**src/rtl/eeprom_xfer_ctrl_if.sv**
```systemverilog
// Bundle of the user command/data stream and the I2C byte-master bus
// for eeprom_xfer_ctrl.
// The "master" modport is the controller view (it masters the I2C byte
// engine); the "slave" modport is the surrounding system / I2C engine view.
interface eeprom_xfer_ctrl_if #(
   parameter int ADR_W = 10,
   parameter int LEN_W = 11
) ();
   // Handshakes: cmd_valid/cmd_ready transfer a command on a rising clock
   // edge where both are high; cmd_valid is only honoured while the
   // controller is idle. wr_req and rd_valid are single-cycle strobes with
   // no back-pressure.
   logic             cmd_valid;
   logic             cmd_ready;
   logic             cmd_rw;
   logic [ADR_W-1:0] cmd_adr;
   logic [LEN_W-1:0] cmd_len;
   logic [7:0]       wr_data;
   logic             wr_req;
   logic [7:0]       rd_data;
   logic             rd_valid;
   logic             done;
   logic             error;
   // I2C byte-master side
   logic             m_enable;
   logic             m_rw;
   logic             m_ur;
   logic [6:0]       m_devadr;
   logic [7:0]       m_regadr;
   logic [15:0]      m_datnum;
   logic [7:0]       m_dat;
   logic             m_busy;
   logic             m_dvalid;
   logic             m_newdat;
   logic [7:0]       m_dat_i;

   modport master (
      input  cmd_valid, cmd_rw, cmd_adr, cmd_len, wr_data,
      input  m_busy, m_dvalid, m_newdat, m_dat_i,
      output cmd_ready, wr_req, rd_data, rd_valid, done, error,
      output m_enable, m_rw, m_ur, m_devadr, m_regadr, m_datnum, m_dat
   );

   modport slave (
      output cmd_valid, cmd_rw, cmd_adr, cmd_len, wr_data,
      output m_busy, m_dvalid, m_newdat, m_dat_i,
      input  cmd_ready, wr_req, rd_data, rd_valid, done, error,
      input  m_enable, m_rw, m_ur, m_devadr, m_regadr, m_datnum, m_dat
   );
endinterface

```
**src/rtl/eeprom_xfer_ctrl.sv**
```systemverilog
// eeprom_xfer_ctrl: splits a byte-addressed EEPROM transfer into I2C
// segments that never cross a write page or the top of the address space,
// and sequences an I2C byte-master engine through them.
// Optional feature macro: EEPROM_WRWAIT_EN adds a TWR_CYCLES wait after
// every write segment (EEPROM internal write cycle).
module eeprom_xfer_ctrl #(
   parameter int ADR_W      = 10,
   parameter int PAGE       = 16,
   parameter int LEN_W      = 11,
   parameter int TWR_CYCLES = 2000
) (
   input  logic                 clk,
   input  logic                 reset_n,
   eeprom_xfer_ctrl_if.master   bus,
   output logic [2:0]           dbg_state
);

   // Elaboration-time parameter sanity
   if (ADR_W < 8 || ADR_W > 11) begin : g_bad_adr_w
      $error("eeprom_xfer_ctrl: ADR_W must be in 8..11");
   end
   if (PAGE < 8 || PAGE > 256 || (PAGE & (PAGE - 1)) != 0) begin : g_bad_page
      $error("eeprom_xfer_ctrl: PAGE must be a power of two in 8..256");
   end
   if (TWR_CYCLES < 1) begin : g_bad_twr
      $error("eeprom_xfer_ctrl: TWR_CYCLES must be at least 1");
   end

   // Encodings are fixed so dbg_state means the same in both builds.
`ifdef EEPROM_WRWAIT_EN
   typedef enum logic [2:0] {
      IDLE = 3'd0, SETUP = 3'd1, START = 3'd2, RUN = 3'd3,
      WAITSTOP = 3'd4, TWR = 3'd5, DONE = 3'd6
   } state_t;
   localparam int TWR_W = (TWR_CYCLES > 1) ? $clog2(TWR_CYCLES) : 1;
   logic [TWR_W-1:0] twr_cnt;
   logic             twr_run;
`else
   typedef enum logic [2:0] {
      IDLE = 3'd0, SETUP = 3'd1, START = 3'd2, RUN = 3'd3,
      WAITSTOP = 3'd4, DONE = 3'd6
   } state_t;
`endif

   state_t state, state_nxt;

   logic             rw;
   logic [ADR_W-1:0] adr;
   logic [LEN_W-1:0] rem;
   logic [LEN_W-1:0] seg;
   logic [LEN_W-1:0] seg_cnt;
   logic [3:0]       tmo;
   logic             error_q;
   logic             rd_valid_q;
   logic [7:0]       rd_data_q;

   // Control strobes from the FSM to the datapath
   logic             accept;
   logic             load_seg;
   logic             tmo_run;
   logic             count_en;
   logic             set_err;
   logic             strobe;

   logic [31:0]      page_left;
   logic [31:0]      wrap_left;
   logic [31:0]      cap;
   logic [LEN_W-1:0] seg_calc;

   // Segment length: remaining bytes, cut at the page end for writes and
   // at the top of the address space for every transfer.
   always_comb begin
      page_left = 32'(PAGE) - (32'(adr) & 32'(PAGE - 1));
      wrap_left = (32'd1 << ADR_W) - 32'(adr);
      cap       = 32'(rem);
      if (!rw && page_left < cap) cap = page_left;
      if (wrap_left < cap) cap = wrap_left;
      seg_calc  = LEN_W'(cap);
   end

   // The byte strobe that counts depends on the transfer direction.
   assign strobe = rw ? bus.m_dvalid : bus.m_newdat;

   // State register
   always_ff @(posedge clk or negedge reset_n) begin
      if (!reset_n) state <= IDLE;
      else          state <= state_nxt;
   end

   // Next-state decode and state-derived outputs
   always_comb begin
      state_nxt     = state;
      accept        = 1'b0;
      load_seg      = 1'b0;
      tmo_run       = 1'b0;
      count_en      = 1'b0;
      set_err       = 1'b0;
`ifdef EEPROM_WRWAIT_EN
      twr_run       = 1'b0;
`endif
      bus.cmd_ready = 1'b0;
      bus.m_enable  = 1'b0;
      bus.done      = 1'b0;
      bus.wr_req    = 1'b0;
      case (state)
         IDLE: begin
            bus.cmd_ready = 1'b1;
            if (bus.cmd_valid) begin
               accept    = 1'b1;
               state_nxt = SETUP;
            end
         end
         SETUP: begin
            // Only a zero-length command arrives here with nothing left.
            if (rem == '0) state_nxt = DONE;
            else begin
               load_seg  = 1'b1;
               state_nxt = START;
            end
         end
         START: begin
            bus.m_enable = 1'b1;
            if (bus.m_busy) state_nxt = RUN;
            else if (tmo == 4'd7) begin
               set_err   = 1'b1;
               state_nxt = DONE;
            end else tmo_run = 1'b1;
         end
         RUN: begin
            count_en   = 1'b1;
            bus.wr_req = !rw && bus.m_newdat;
            if (!bus.m_busy) state_nxt = WAITSTOP;
         end
         WAITSTOP: begin
            if (seg_cnt != seg) begin
               set_err   = 1'b1;
               state_nxt = DONE;
            end
`ifdef EEPROM_WRWAIT_EN
            else if (!rw) state_nxt = TWR;
`endif
            else if (rem == '0) state_nxt = DONE;
            else state_nxt = SETUP;
         end
`ifdef EEPROM_WRWAIT_EN
         TWR: begin
            if (twr_cnt == TWR_W'(TWR_CYCLES - 1))
               state_nxt = (rem == '0) ? DONE : SETUP;
            else twr_run = 1'b1;
         end
`endif
         DONE: begin
            bus.done  = 1'b1;
            state_nxt = IDLE;
         end
         default: state_nxt = IDLE;
      endcase
   end

   // Transfer datapath: command latch, address/remaining bookkeeping,
   // segment strobe count, start timeout, sticky error and read capture.
   always_ff @(posedge clk or negedge reset_n) begin
      if (!reset_n) begin
         rw         <= 1'b0;
         adr        <= '0;
         rem        <= '0;
         seg        <= '0;
         seg_cnt    <= '0;
         tmo        <= '0;
         error_q    <= 1'b0;
         rd_valid_q <= 1'b0;
         rd_data_q  <= '0;
      end else begin
         if (accept) begin
            rw      <= bus.cmd_rw;
            adr     <= bus.cmd_adr;
            rem     <= bus.cmd_len;
            error_q <= 1'b0;
         end
         if (load_seg) begin
            seg     <= seg_calc;
            seg_cnt <= '0;
         end
         if (count_en && strobe) begin
            adr     <= adr + 1'b1;
            if (rem != '0) rem <= rem - 1'b1;
            seg_cnt <= seg_cnt + 1'b1;
         end
         if (set_err) error_q <= 1'b1;
         tmo        <= tmo_run ? tmo + 4'd1 : 4'd0;
         rd_valid_q <= count_en && rw && bus.m_dvalid;
         if (count_en && rw && bus.m_dvalid) rd_data_q <= bus.m_dat_i;
      end
   end

`ifdef EEPROM_WRWAIT_EN
   // Write-cycle wait counter, cleared whenever the wait is not running
   always_ff @(posedge clk or negedge reset_n) begin
      if (!reset_n)     twr_cnt <= '0;
      else if (twr_run) twr_cnt <= twr_cnt + 1'b1;
      else              twr_cnt <= '0;
   end
`endif

   // Bus outputs derived from the registered transfer state
   assign bus.m_devadr = 7'h50 | 7'(adr >> 8);
   assign bus.m_regadr = adr[7:0];
   assign bus.m_datnum = 16'(seg);
   assign bus.m_rw     = rw;
   assign bus.m_ur     = 1'b0;
   assign bus.m_dat    = bus.wr_data;
   assign bus.rd_data  = rd_data_q;
   assign bus.rd_valid = rd_valid_q;
   assign bus.error    = error_q;
   assign dbg_state    = state;

endmodule

```
**src/flat_wrapper.sv**
```systemverilog
// flat-port wrapper written by rule: the top's interface ports become plain ports
module eeprom_xfer_ctrl_flat 
#(
   parameter int ADR_W      = 10,
   parameter int PAGE       = 16,
   parameter int LEN_W      = 11,
   parameter int TWR_CYCLES = 2000
)
  (clk, reset_n, dbg_state, bus_cmd_valid, bus_cmd_rw, bus_cmd_adr, bus_cmd_len, bus_wr_data, bus_m_busy, bus_m_dvalid, bus_m_newdat, bus_m_dat_i, bus_cmd_ready, bus_wr_req, bus_rd_data, bus_rd_valid, bus_done, bus_error, bus_m_enable, bus_m_rw, bus_m_ur, bus_m_devadr, bus_m_regadr, bus_m_datnum, bus_m_dat);
  eeprom_xfer_ctrl_if #(.ADR_W(ADR_W), .LEN_W(LEN_W)) bus_i ();
  input  logic clk;
  input  logic reset_n;
  output logic [2:0] dbg_state;
  input wire logic [$bits(bus_i.cmd_valid)-1:0] bus_cmd_valid;
  input wire logic [$bits(bus_i.cmd_rw)-1:0] bus_cmd_rw;
  input wire logic [$bits(bus_i.cmd_adr)-1:0] bus_cmd_adr;
  input wire logic [$bits(bus_i.cmd_len)-1:0] bus_cmd_len;
  input wire logic [$bits(bus_i.wr_data)-1:0] bus_wr_data;
  input wire logic [$bits(bus_i.m_busy)-1:0] bus_m_busy;
  input wire logic [$bits(bus_i.m_dvalid)-1:0] bus_m_dvalid;
  input wire logic [$bits(bus_i.m_newdat)-1:0] bus_m_newdat;
  input wire logic [$bits(bus_i.m_dat_i)-1:0] bus_m_dat_i;
  output wire logic [$bits(bus_i.cmd_ready)-1:0] bus_cmd_ready;
  output wire logic [$bits(bus_i.wr_req)-1:0] bus_wr_req;
  output wire logic [$bits(bus_i.rd_data)-1:0] bus_rd_data;
  output wire logic [$bits(bus_i.rd_valid)-1:0] bus_rd_valid;
  output wire logic [$bits(bus_i.done)-1:0] bus_done;
  output wire logic [$bits(bus_i.error)-1:0] bus_error;
  output wire logic [$bits(bus_i.m_enable)-1:0] bus_m_enable;
  output wire logic [$bits(bus_i.m_rw)-1:0] bus_m_rw;
  output wire logic [$bits(bus_i.m_ur)-1:0] bus_m_ur;
  output wire logic [$bits(bus_i.m_devadr)-1:0] bus_m_devadr;
  output wire logic [$bits(bus_i.m_regadr)-1:0] bus_m_regadr;
  output wire logic [$bits(bus_i.m_datnum)-1:0] bus_m_datnum;
  output wire logic [$bits(bus_i.m_dat)-1:0] bus_m_dat;
  assign bus_i.cmd_valid = bus_cmd_valid;
  assign bus_i.cmd_rw = bus_cmd_rw;
  assign bus_i.cmd_adr = bus_cmd_adr;
  assign bus_i.cmd_len = bus_cmd_len;
  assign bus_i.wr_data = bus_wr_data;
  assign bus_i.m_busy = bus_m_busy;
  assign bus_i.m_dvalid = bus_m_dvalid;
  assign bus_i.m_newdat = bus_m_newdat;
  assign bus_i.m_dat_i = bus_m_dat_i;
  assign bus_cmd_ready = bus_i.cmd_ready;
  assign bus_wr_req = bus_i.wr_req;
  assign bus_rd_data = bus_i.rd_data;
  assign bus_rd_valid = bus_i.rd_valid;
  assign bus_done = bus_i.done;
  assign bus_error = bus_i.error;
  assign bus_m_enable = bus_i.m_enable;
  assign bus_m_rw = bus_i.m_rw;
  assign bus_m_ur = bus_i.m_ur;
  assign bus_m_devadr = bus_i.m_devadr;
  assign bus_m_regadr = bus_i.m_regadr;
  assign bus_m_datnum = bus_i.m_datnum;
  assign bus_m_dat = bus_i.m_dat;
  eeprom_xfer_ctrl #(.ADR_W(ADR_W), .PAGE(PAGE), .LEN_W(LEN_W), .TWR_CYCLES(TWR_CYCLES)) u_core (.clk(clk), .reset_n(reset_n), .bus(bus_i), .dbg_state(dbg_state));
endmodule
```
**config.mk**
```make
export PLATFORM = sky130hd
export DESIGN_NAME = eeprom_xfer_ctrl_flat
export DESIGN_NICKNAME = d
export VERILOG_FILES = /design/src/rtl/eeprom_xfer_ctrl_if.sv /design/src/rtl/eeprom_xfer_ctrl.sv /design/src/flat_wrapper.sv
export SDC_FILE = /design/constraint.sdc
export NUM_CORES = 1
export LEC_CHECK = 0
export CAP_MARGIN = 20
export CORE_MARGIN = 2
export CORE_UTILIZATION = 45
export DETAILED_ROUTE_END_ITERATION = 10
export PLACE_DENSITY_LB_ADDON = 0.25
export SLEW_MARGIN = 10
export SYNTH_ARGS = -nofsm -noshare
export SYNTH_HDL_FRONTEND = slang
export SYNTH_SLANG_ARGS = --single-unit
```
**constraint.sdc**
```tcl
create_clock -name clk -period 5.75 [get_ports clk]
set_clock_uncertainty 0.05 [all_clocks]
set_input_delay 1.15 -clock clk [delete_from_list [all_inputs] [get_ports clk]]
set_output_delay 1.15 -clock clk [all_outputs]
set_load 0.1 [all_outputs]
```
# After elaboration in Yosys (flattened, before gate mapping)

Index checks and enable logic that the tools add are counted.

Register bits: 61
Latch bits: 0
RAM bits: 0
Bits in read-only memories: 0
Output and inout bits: 58
Word-level logic and storage cells: 78
Memories kept: 0

Add/subtract/negate cells: 6
Multipliers: 0
Divide/modulo/power cells: 0
Order comparisons: 2
Equal/unequal tests: 10
Shift operators: 0
Mux-type cells: 37
Bitwise logic cells: 0
Reductions and logical operators: 13

Operator list:

| operator               | count |
|---|---|
| $mux 11                | 6 |
| $lt 32x11->1           | 1 |
| $lt 32x32->1           | 1 |
| $mux 32                | 1 |
| $mux 3                 | 7 |
| $mux 10                | 2 |
| $mux 1                 | 18 |
| $pmux 3 s5             | 1 |
| $sub 11x10->12 const A | 1 |
| $add 11x1->11 const B  | 1 |
| $logic_not 11->1       | 1 |
| $ne 11x11->1           | 1 |
| $reduce_bool 11->1     | 1 |
| $sub 11x1->11 const B  | 1 |
| $add 10x1->10 const B  | 1 |
| $eq 3x2->1 const B     | 2 |
| $eq 3x3->1 const B     | 2 |
| $reduce_bool 2->1      | 3 |
| $sub 5x4->6 const A    | 1 |
| $logic_and 1x1->1      | 5 |
| $add 4x1->4 const B    | 1 |
| $eq 4x3->1 const B     | 1 |
| $mux 4                 | 1 |
| $ne 2x2->1 const B     | 2 |
| 6 further kinds        | 6 |

# Depth between registers and ports, before layout

Depth after elaboration: 6
Depth in mapped cells: 16
Gate-level depth less buffers: 16

# Least setup slack after synthesis

No wires, ideal clock.

Path type: reg2out
Start: register u_core.state[2], in the netlist u_core.dbg_state[2]
End: output bus_done
Data arrival time: 3.525 ns
Data required time: 4.550 ns
Setup slack: 1.025 ns
Cell stages (with the launch flop): 4
Path through: dfrtp_1 -> clkbuf_1 -> inv_1 -> nor3b_1

Cells in the longest elaborated chain, start to end: 2

RTL lines:

| element                  | line                    | RTL |
|---|---|---|
| start: declaration       | eeprom_xfer_ctrl.sv:45  | `state_t state, state_nxt;` |
| start signal: assignment | eeprom_xfer_ctrl.sv:87  | `else state <= state_nxt;` |
| $eq 3x3->1               | eeprom_xfer_ctrl.sv:105 | `case (state)` |
| $mux 1                   | eeprom_xfer_ctrl.sv:105 |  |
| end: declaration         | flat_wrapper.sv:27      | `output wire logic [$bits(bus_i.done)-1:0] bus_done;` |

Every way passes these cells.

# Final worst setup path

Start: register u_core.adr[2]
End: register u_core.seg[8]

Cells in the longest elaborated chain, start to end: 6
Elaborated cells on any way between the ends: 7
Classes of those cells: add/sub (2); order compare (2); mux (2); reduce/logical (1)

RTL lines:

| element                  | line                    | RTL |
|---|---|---|
| start: declaration       | eeprom_xfer_ctrl.sv:48  | `logic [ADR_W-1:0] adr;` |
| start signal: assignment | eeprom_xfer_ctrl.sv:176 | `adr <= bus.cmd_adr;` |
| start signal: assignment | eeprom_xfer_ctrl.sv:185 | `adr <= adr + 1'b1;` |
| $sub 5x4->6              | eeprom_xfer_ctrl.sv:73  | `page_left = 32'(PAGE) - (32'(adr) & 32'(PAGE - 1));` |
| $lt 32x11->1             | eeprom_xfer_ctrl.sv:76  | `if (!rw && page_left < cap) cap = page_left;` |
| $logic_and 1x1->1        | eeprom_xfer_ctrl.sv:76  |  |
| $mux 32                  | eeprom_xfer_ctrl.sv:76  |  |
| $lt 32x32->1             | eeprom_xfer_ctrl.sv:77  | `if (wrap_left < cap) cap = wrap_left;` |
| $mux 11 (*)              | eeprom_xfer_ctrl.sv:77  |  |
| end signal: assignment   | eeprom_xfer_ctrl.sv:181 | `seg <= seg_calc;` |
| end: declaration         | eeprom_xfer_ctrl.sv:50  | `logic [LEN_W-1:0] seg;` |

Every way passes the cells marked *; elsewhere a longest branch is shown, timed or not.
A chain may end at the register's enable or synchronous reset.

==> flow_metrics.env <==
export IMPL_status="completed"
export IMPL_cts_root_buf="clkbuf_8"
export IMPL_fin_crit_sh_pct=79.7
export IMPL_dpl_cell_area_sq_um=4750
export IMPL_initial_core_util_pct=46.3
export IMPL_synthFlopType="dfrtp_1"
export IMPL_maxCapViolations=0
export IMPL_yosys_warnings=0
export IMPL_busiest_layer="met2"
export IMPL_crit_arrival_ns=4.71
export IMPL_cts_buffers=9
export IMPL_register_area_sq_um=1530
export IMPL_io_pins=102
export IMPL_cts_sinks=61
export IMPL_dieArea_sq_um=9750
export IMPL_hold_depth=1
export IMPL_final_min_clock_period_ns=4.59
export IMPL_worstPathMaxFanout=9
export IMPL_rrSetupSlack_ns=1.16
export IMPL_num_fill_cells=821
export IMPL_relSlewSlack_pct=30.9
export IMPL_cts_hold_buf=0
export IMPL_antenna_found_initial=0
export IMPL_hold_end="u_core.tmo[0]"
export IMPL_cts_setup_buffers=0
export IMPL_crit_path_end_kind="flip-flop"
export IMPL_rsz0062_at_grt="false"
export IMPL_rows=34
export IMPL_drive_gt1_share_pct=8.61
export IMPL_async_reset_ff_share_pct=100
export IMPL_seq_area_frac_synth_pct=37.8
export IMPL_gp_congestion=0.910
export IMPL_hold_viol_final=0
export IMPL_clk_pin_slew_ns=0.08
export IMPL_reg2reg_to="u_core.seg[8]"
export IMPL_fin_util_pct=57.0
export IMPL_drt_initial_drc_count=162
export IMPL_firstDrtPassIters=4
export IMPL_viasPerCell=5.59
export IMPL_overflow=0
export IMPL_synth_edf_count=0
export IMPL_diodes=0
export IMPL_area_growth_pct=22.9
export IMPL_reg2reg_depth=15
export IMPL_grt_max_degree=62
export IMPL_post_synth_num_cell_types=61
export IMPL_dpl_hpwl_mm=7.30
export IMPL_slew_violations=0
export IMPL_grt_use_total_pct=20.8
export IMPL_grt_pass1_vias=3379
export IMPL_h_tree_depth=3
export IMPL_multi_input_area_sq_um=2250
export IMPL_syn_instance_count=447
export IMPL_vias=3462
export IMPL_routed_wl_mm=9.88
export IMPL_tightestPinTransition_ns=1.04
export IMPL_setup_viol=0
export IMPL_fin_area_sq_um=4970
export IMPL_path_class="flip-flop to flip-flop"
export IMPL_syn_area_sq_um=4040
export IMPL_cp_data_required_time_ns=5.88
export IMPL_die_h_um=98.8
export IMPL_coreArea_sq_um=8720
export IMPL_portBuffers=74
export IMPL_wl_per_cell_um=16.0
export IMPL_grt_pass1_wl_mm=16.4
export IMPL_ys_ff_latch=61
export IMPL_clk_path_buf_depth=2
export IMPL_start_kind="flip-flop"
export IMPL_fmax_ghz=0.218
export IMPL_grt_util_met3_pct=4.04
export IMPL_cts_tree="yes"
export IMPL_die_x_um=98.8
export IMPL_cts_resized=0
export IMPL_setup_tns_ns=0
export IMPL_use_met2_pct=33.2
export IMPL_min_delay_start="u_core.tmo[0]"
export IMPL_clock_latency_ns=0.35
export IMPL_nets=569
export IMPL_met1_usage_pct=29.0
export IMPL_drt_antenna_violating_nets=0
export IMPL_timing_rr_start="u_core.adr[2]"
export IMPL_hp_class="flip-flop to flip-flop"
export IMPL_synth_area_per_cell_sq_um=9.04
export IMPL_drcViolationCount=0
==> how the worst max path moves through the flow <==
stage / endpoint / start / cells after the start / slack [ns]
CTS: u_core.seg[8] / u_core.adr[2] / 15 / 1.16
global route: u_core.seg[8] / u_core.adr[2] / 15 / 0.88
detailed placement: u_core.seg[8] / u_core.adr[2] / 15 / 1.20
floorplan: bus_done / u_core.dbg_state[2] / 3 / 1.02
global placement: u_core.seg[8] / u_core.adr[2] / 15 / 1.39
finish: u_core.seg[8] / u_core.adr[2] / 15 / 1.16
==> cell usage after synthesis (all sizes together) (3+ instances only) <==
| cell type | count | area share, % |
|---|---|---|
| dfrtp | 61 | 38 |
| nand2 | 47 | 4.4 |
| o21ai | 31 | 4.0 |
| buf | 23 | 4.2 |
| nor2 | 23 | 2.1 |
| inv | 20 | 1.9 |
| xnor2 | 20 | 4.3 |
| ha | 19 | 5.9 |
| nand3 | 19 | 2.4 |
| nor3 | 18 | 2.9 |
| a21oi | 16 | 2.0 |
| clkbuf | 15 | 1.4 |
| and2 | 11 | 1.7 |
| mux2 | 11 | 3.3 |
| mux2i | 11 | 2.7 |
| or3 | 8 | 1.2 |
| nand4 | 7 | 1.1 |
| nor3b | 7 | 1.3 |
| o22ai | 7 | 1.1 |
| and3 | 6 | 0.93 |
| a31oi | 5 | 0.93 |
| o31ai | 5 | 1.3 |
| xor2 | 5 | 1.1 |
| a211oi | 3 | 0.56 |
| a21o | 3 | 0.56 |
| a221o | 3 | 0.74 |
| nand2b | 3 | 0.46 |
| nor4 | 3 | 0.46 |
| o2111ai | 3 | 0.65 |
| o211ai | 3 | 0.56 |
==> cell families (layout without fill, tap and decap cells) <==
| kind of cell | after synthesis | in the layout | share of synthesized area, % |
|---|---|---|---|
| AND/OR/NAND/NOR | 161 | 161 | 20.7 |
| AO/OA/AOI/OAI | 99 | 99 | 16.6 |
| flip-flops | 61 | 61 | 37.8 |
| buffers and inverters | 58 | 113 | 7.43 |
| XOR/XNOR | 25 | 25 | 5.42 |
| multiplexers | 22 | 22 | 6.07 |
| adder cells (fa/ha/maj) | 19 | 19 | 5.88 |
| other | 2 | 11 | 0.186 |
==> metal layers <==
metal	vias to the layer above	wire length (um)
li1	1697	-
met4	0	89
met3	9	489
met1	1665	4540
met5	-	0
met2	91	4760
==> critical path, stage by stage (launching register included) <==
cell and delay, ns:
dfrtp_1 0.47, or3_1 0.38, xnor2_1 0.24, ha_1 0.26, or3_1 0.37, a21oi_1 0.14
nor2_1 0.11, o21ai_2 0.39, mux2i_1 0.20, ha_1 0.33, nand4_1 0.12, or4_1 0.55
a31oi_2 0.24, or3_1 0.23, mux2i_1 0.23, o21ai_0 0.10
==> final cells by class <==
cell class,instances,share of cell area [%]
multi-input combinational,337,45.3
inverter,20,1.51
tap,108,2.72
timing repair buffer,77,15.3
sequential,61,30.7
clock inverter,7,1.96
clock buffer,9,2.49
==> flip-flops by register name (all words and copies together), names as in the netlist <==
signal               cells
u_core.bus.m_rw          1
u_core.seg_cnt          11
u_core.tmo               4
u_core.adr              10
u_core.dbg_state         3
u_core.bus.error         1
u_core.bus.rd_valid      1
u_core.seg              11
u_core.bus.rd_data       8
u_core.rem              11
==> per-stage QoR <==
step	std cells	hold WS, ns	worst slack [ns]
after floorplan	456	0.382	1.02
after global placement	603	0.402	1.39
after detailed placement	603	0.408	1.20
after CTS	619	0.418	1.16
after global routing	619	0.439	0.883
final	619	0.414	1.16
==> cells in the final DEF, fill, tap and decap left out, types with 4 or more instances in the layout <==
cell,n
clkbuf_8,9
a21oi_1,15
xor2_1,5
xnor2_1,20
conb_1,11
o21ai_0,25
o31ai_1,4
ha_1,19
nand2_1,46
nor3_1,15
o22ai_1,7
and3_1,6
mux2i_1,11
and2_1,10
dfrtp_1,61
a31oi_1,4
inv_1,20
or3_1,8
mux2_2,8
nand4_1,7
clkdlybuf4s50_1,73
nor2_1,23
nor3b_1,7
o21ai_1,4
nand3_1,19
Power is not shown: default switching activity piles up to over one toggle a cycle in this logic, so the estimate is an artifact.
